**src/rtl/updown_counter_mod_if.sv**
```systemverilog
// updown_counter_mod_if: control inputs and status outputs of the up/down counter
interface updown_counter_mod_if #(
    parameter int WIDTH = 3
);
    logic             i_clear;
    logic             i_en;
    logic             i_dir_up;
    logic             i_load;
    logic [WIDTH-1:0] i_load_val;
    logic [WIDTH-1:0] o_count;
    logic             o_at_max;
    logic             o_at_min;
    logic             o_roll;
    logic             o_ovf;

    modport master (
        output i_clear, i_en, i_dir_up, i_load, i_load_val,
        input  o_count, o_at_max, o_at_min, o_roll, o_ovf
    );

    modport slave (
        input  i_clear, i_en, i_dir_up, i_load, i_load_val,
        output o_count, o_at_max, o_at_min, o_roll, o_ovf
    );
endinterface

```
**src/rtl/updown_counter_mod.sv**
```systemverilog
// updown_counter_mod: parametrised wrap/saturate up/down counter with load,
// boundary flags, a registered rollover pulse and a sticky overflow flag.
module updown_counter_mod #(
    parameter int              WIDTH    = 3,
    parameter longint unsigned MOD_MAX  = (64'd1 << WIDTH) - 64'd1,
    parameter bit              SATURATE = 1'b0
) (
    input logic                 clk,
    input logic                 rst,
    updown_counter_mod_if.slave bus
);
    localparam logic [WIDTH-1:0] MAX = WIDTH'(MOD_MAX);

    logic [WIDTH-1:0] r_count;
    logic             r_roll;
    logic             r_ovf;
    logic             w_at_max;
    logic             w_at_min;
    logic             w_bnd;
    logic [WIDTH-1:0] w_step;
    logic [WIDTH-1:0] w_wrap;
    logic [WIDTH-1:0] w_next;
    logic [WIDTH-1:0] w_load;

    assign w_at_max = r_count == MAX;
    assign w_at_min = r_count == '0;
    // The boundary path alone decides the value at the range edge, so the
    // truncated step below is never used there.
    assign w_bnd    = bus.i_dir_up ? w_at_max : w_at_min;
    assign w_step   = bus.i_dir_up ? r_count + 1'b1 : r_count - 1'b1;
    assign w_wrap   = bus.i_dir_up ? '0 : MAX;
    assign w_next   = w_bnd ? (SATURATE ? r_count : w_wrap) : w_step;
    assign w_load   = bus.i_load_val > MAX ? MAX : bus.i_load_val;

    always_ff @(posedge clk or negedge rst) begin
        if (!rst) begin
            r_count <= '0;
            r_roll  <= 1'b0;
            r_ovf   <= 1'b0;
        end else if (bus.i_clear) begin
            r_count <= '0;
            r_roll  <= 1'b0;
            r_ovf   <= 1'b0;
        end else if (bus.i_load) begin
            r_count <= w_load;
            r_roll  <= 1'b0;
        end else if (bus.i_en) begin
            r_count <= w_next;
            r_roll  <= w_bnd;
            r_ovf   <= r_ovf | w_bnd;
        end else begin
            r_roll  <= 1'b0;
        end
    end

    assign bus.o_count  = r_count;
    assign bus.o_at_max = w_at_max;
    assign bus.o_at_min = w_at_min;
    assign bus.o_roll   = r_roll;
    assign bus.o_ovf    = r_ovf;
endmodule

```
**src/flat_wrapper.sv**
```systemverilog
// flat-port wrapper written by rule: the top's interface ports become plain ports
module updown_counter_mod_flat 
#(
    parameter int              WIDTH    = 3,
    parameter longint unsigned MOD_MAX  = (64'd1 << WIDTH) - 64'd1,
    parameter bit              SATURATE = 1'b0
)
  (clk, rst, bus_i_clear, bus_i_en, bus_i_dir_up, bus_i_load, bus_i_load_val, bus_o_count, bus_o_at_max, bus_o_at_min, bus_o_roll, bus_o_ovf);
  updown_counter_mod_if #(.WIDTH(WIDTH)) bus_i ();
  input logic clk;
  input logic rst;
  input wire logic [$bits(bus_i.i_clear)-1:0] bus_i_clear;
  input wire logic [$bits(bus_i.i_en)-1:0] bus_i_en;
  input wire logic [$bits(bus_i.i_dir_up)-1:0] bus_i_dir_up;
  input wire logic [$bits(bus_i.i_load)-1:0] bus_i_load;
  input wire logic [$bits(bus_i.i_load_val)-1:0] bus_i_load_val;
  output wire logic [$bits(bus_i.o_count)-1:0] bus_o_count;
  output wire logic [$bits(bus_i.o_at_max)-1:0] bus_o_at_max;
  output wire logic [$bits(bus_i.o_at_min)-1:0] bus_o_at_min;
  output wire logic [$bits(bus_i.o_roll)-1:0] bus_o_roll;
  output wire logic [$bits(bus_i.o_ovf)-1:0] bus_o_ovf;
  assign bus_i.i_clear = bus_i_clear;
  assign bus_i.i_en = bus_i_en;
  assign bus_i.i_dir_up = bus_i_dir_up;
  assign bus_i.i_load = bus_i_load;
  assign bus_i.i_load_val = bus_i_load_val;
  assign bus_o_count = bus_i.o_count;
  assign bus_o_at_max = bus_i.o_at_max;
  assign bus_o_at_min = bus_i.o_at_min;
  assign bus_o_roll = bus_i.o_roll;
  assign bus_o_ovf = bus_i.o_ovf;
  updown_counter_mod #(.WIDTH(WIDTH), .MOD_MAX(MOD_MAX), .SATURATE(SATURATE)) u_core (.clk(clk), .rst(rst), .bus(bus_i));
endmodule
```
**config.mk**
```make
export PLATFORM = sky130hd
export DESIGN_NAME = updown_counter_mod_flat
export DESIGN_NICKNAME = d
export VERILOG_FILES = /design/src/rtl/updown_counter_mod_if.sv /design/src/rtl/updown_counter_mod.sv /design/src/flat_wrapper.sv
export SDC_FILE = /design/constraint.sdc
export NUM_CORES = 1
export LEC_CHECK = 0
export ABC_AREA = 1
export CORE_AREA = 2 2 39 41
export CTS_BUF_LIST = sky130_fd_sc_hd__clkbuf_8
export CTS_CLUSTER_DIAMETER = 200
export CTS_CLUSTER_SIZE = 20
export DETAILED_ROUTE_END_ITERATION = 10
export DIE_AREA = 0 0 41 43
export SYNTH_ARGS = -nofsm -noshare
export SYNTH_HDL_FRONTEND = slang
export SYNTH_SLANG_ARGS = --single-unit
export TNS_END_PERCENT = 5
```
**constraint.sdc**
```tcl
create_clock -name clk -period 3.73 [get_ports clk]
set_input_delay 0.373 -clock clk [delete_from_list [all_inputs] [get_ports clk]]
set_output_delay 0.373 -clock clk [all_outputs]
set_load 0.005 [all_outputs]
```
==> impl_metrics.json <==
{
  "outcome": "finished, final reports clean",
  "synth_flop_cell": "dfrtp_1",
  "cts_max_path_buffers": 2,
  "path_class": "flip-flop to output port",
  "cts_tree": "yes",
  "stdcell_area_um2": 574,
  "numCtsBuffers": 3,
  "ys_warn_count": 0,
  "gp_congestion": 0.767,
  "clk_latency_ps": 220,
  "seq_area_frac_synth": 0.348,
  "die_y_um": 43,
  "grt_start_max_net_pins": 6,
  "endpoint_kind": "output port",
  "vias": 369,
  "cp_max_fo": 5,
  "finalHoldViolCount": 0,
  "cts_hold_buf": 0,
  "finalCritPeriodShare": 0.484,
  "cp_data_required_time_ps": 3360,
  "grt_pass1_vias": 377,
  "ys_ff_latch": 5,
  "synth_edf_count": 0,
  "detail_route.wl_per_cell_um": 9.84,
  "grt_setup_unrepaired": "false",
  "ir_drop_mv": 0.152,
  "hp-class": "input pin to async pin",
  "slew_viol_final": 0,
  "finish.net_count": 81,
  "die_x_um": 41,
  "wl_um": 846,
  "syn_to_final_growth_pct": 59.9,
  "async_flop_share": 1.00,
  "period_minus_slack_ps": 1800,
  "worstPathArrival_ps": 1430,
  "track_usage": 0.132,
  "p_per_area_mw_per_mm2": 379,
  "clock_sinks": 5,
  "max_freq_ghz": 0.554,
  "tns_ps": 0,
  "cap_violations": 0,
  "worstSetupStartpoint": "u_core.bus.o_count[2]$_DFFE_PN0P_",
  "synthTopCellsByArea": "dfrtp_1, nand2_1, inv_1, nand3_1, fa_1",
  "post_cts_buffers": 0,
  "synth.distinct_cells": 15,
  "antenna_found_initial": 0,
  "netlist_instances": 51,
  "p_sw_frac": 0.268,
  "tightest_slew_ps": 223,
  "p_switching_uw": 58.4,
  "syn_area_um2": 359,
  "rows": 14,
  "core-area_mm2": 0.00138,
  "antenna_left": 0,
  "drt_iter0_markers": 5,
  "hpwl_um": 701,
  "firstDrtPassIters": 4,
  "clockPowerShare": 0.447,
  "via_per_inst": 4.29,
  "pwr-share-comb": 0.265,
  "synth_top_area_share": 0.348,
  "p_total_uw": 218,
  "gr-total-overflow": 0,
  "yosysMostFrequentCell": "nand2_1",
  "final.fill_count": 149,
  "syn-num-nets": 61,
  "die_area_mm2": 0.00176,
  "internal_power_uw": 160,
  "clkTransAtPathRegs_ps": 40,
  "cts-root-buf": "clkbuf_8",
  "antennaDiodeCount": 0,
  "synth_top_cell_by_area": "dfrtp_1",
  "grt_first_pass_wirelength_um": 1530,
  "drive_gt1_frac": 0.143,
  "p_leak_uw": 0.000287,
  "r2r_start": "u_core.bus.o_count[0]$_DFFE_PN0P_",
  "htreeDepth": 1,
  "setup_viol": 0,
  "io_buffers": 15,
  "pin_count": 16,
  "cp-start-kind": "flip-flop",
  "slew_headroom": 0.851,
  "drc": 0,
  "place_area_um2": 529,
  "cts_resized": 0,
  "fin_skew_ps": 4.31,
  "seq_power_share": 0.288,
  "synth_common_cells": "nand2_1, inv_1, dfrtp_1, nand3_1",
  "initial_core_util": 0.259,
  "synth_area_per_cell_um2": 7.04
}
[power by group through the flow]
stage	combinational (uW)	clock (uW)	sequential [uW]
after floorplan	30.0	0	63.3
after global placement	58.0	0	63.4
after detailed placement	58.4	0	63.5
after CTS	58.8	101	62.8
after global routing	65.9	106	63.4
final	57.6	97.5	62.8
[cells in the final DEF (no fill, tap or decap), drive strengths merged]
| cell type | netlist | layout |
|---|---|---|
| xnor2 | 1 | 1 |
| clkbuf | 0 | 3 |
| fa | 1 | 1 |
| clkdlybuf4s50 | 0 | 15 |
| nand3 | 6 | 6 |
| nand2 | 18 | 18 |
| o21ai | 2 | 2 |
| dfrtp | 5 | 5 |
| o21bai | 1 | 1 |
| o2111ai | 1 | 1 |
| inv | 10 | 11 |
| nor2 | 3 | 3 |
| a21oi | 3 | 3 |
[cell type report]
cell class | instances | area, um2 | area share
clock buffer | 3 | 41.3 | 0.0719
clock inverter | 1 | 3.75 | 0.00654
inverter | 10 | 37.5 | 0.0654
multi-input combinational | 36 | 196 | 0.342
sequential | 5 | 125 | 0.218
tap | 16 | 20.0 | 0.0349
timing repair buffer | 15 | 150 | 0.261
[per-layer routing]
metal,wire length (um),vias up,global-route usage
met2,418,10,0.175
met1,378,161,0.176
li1,-,198,-
met3,49,0,0.0157
met4,0,0,0.120
met5,0,-,0
[worst paths after layout]
kind                                                endpoint  slack (ps)  depth (start not counted)
setup / recovery                                bus_o_at_min        1930                          4
hold / removal             u_core.bus.o_count[2]$_DFFE_PN0P_         370                          1
setup reg to reg           u_core.bus.o_count[2]$_DFFE_PN0P_        2220                          8
hold reg to reg                 u_core.bus.o_ovf$_DFFE_PN0P_         500                          2
max in group asynchronous  u_core.bus.o_count[0]$_DFFE_PN0P_        3170                          1
min in group clk                u_core.bus.o_ovf$_DFFE_PN0P_         500                          2
[sequential cells by signal (all words and copies together) (netlist names)]
name	flops
u_core.bus.o_ovf	1
u_core.bus.o_count	3
u_core.bus.o_roll	1
[critical path, stage by stage, from the launching register on]
cell and delay, ps:
dfrtp_1 430, inv_2 120, nand3_2 100, inv_2 70
clkdlybuf4s50_1 490
[per-stage QoR]
stage / std cells / setup WS, ps / hold WS (ps) / utilization
after CTS: 86 / 1910 / 371 / 0.415
after floorplan: 51 / 2300 / 77.4 / -
after detailed placement: 82 / 1900 / 491 / 0.382
after global placement: 82 / 1910 / 502 / 0.382
after global routing: 86 / 1860 / 381 / 0.415
final: 86 / 1930 / 371 / 0.415
[cells by family (layout without fill, tap and decap cells)]
kind of cell               Yosys count  after routing  share of synthesized area
AOI/OAI and AO/OA                    7              7                      0.115
xor gates and xnor gates             1              1                     0.0244
adders and majority gates            1              1                     0.0558
buffers and inverters               10             29                      0.105
DFF                                  5              5                      0.348
and+or+nand+nor                     27             27                      0.352
(Power assumes the default switching activity.)
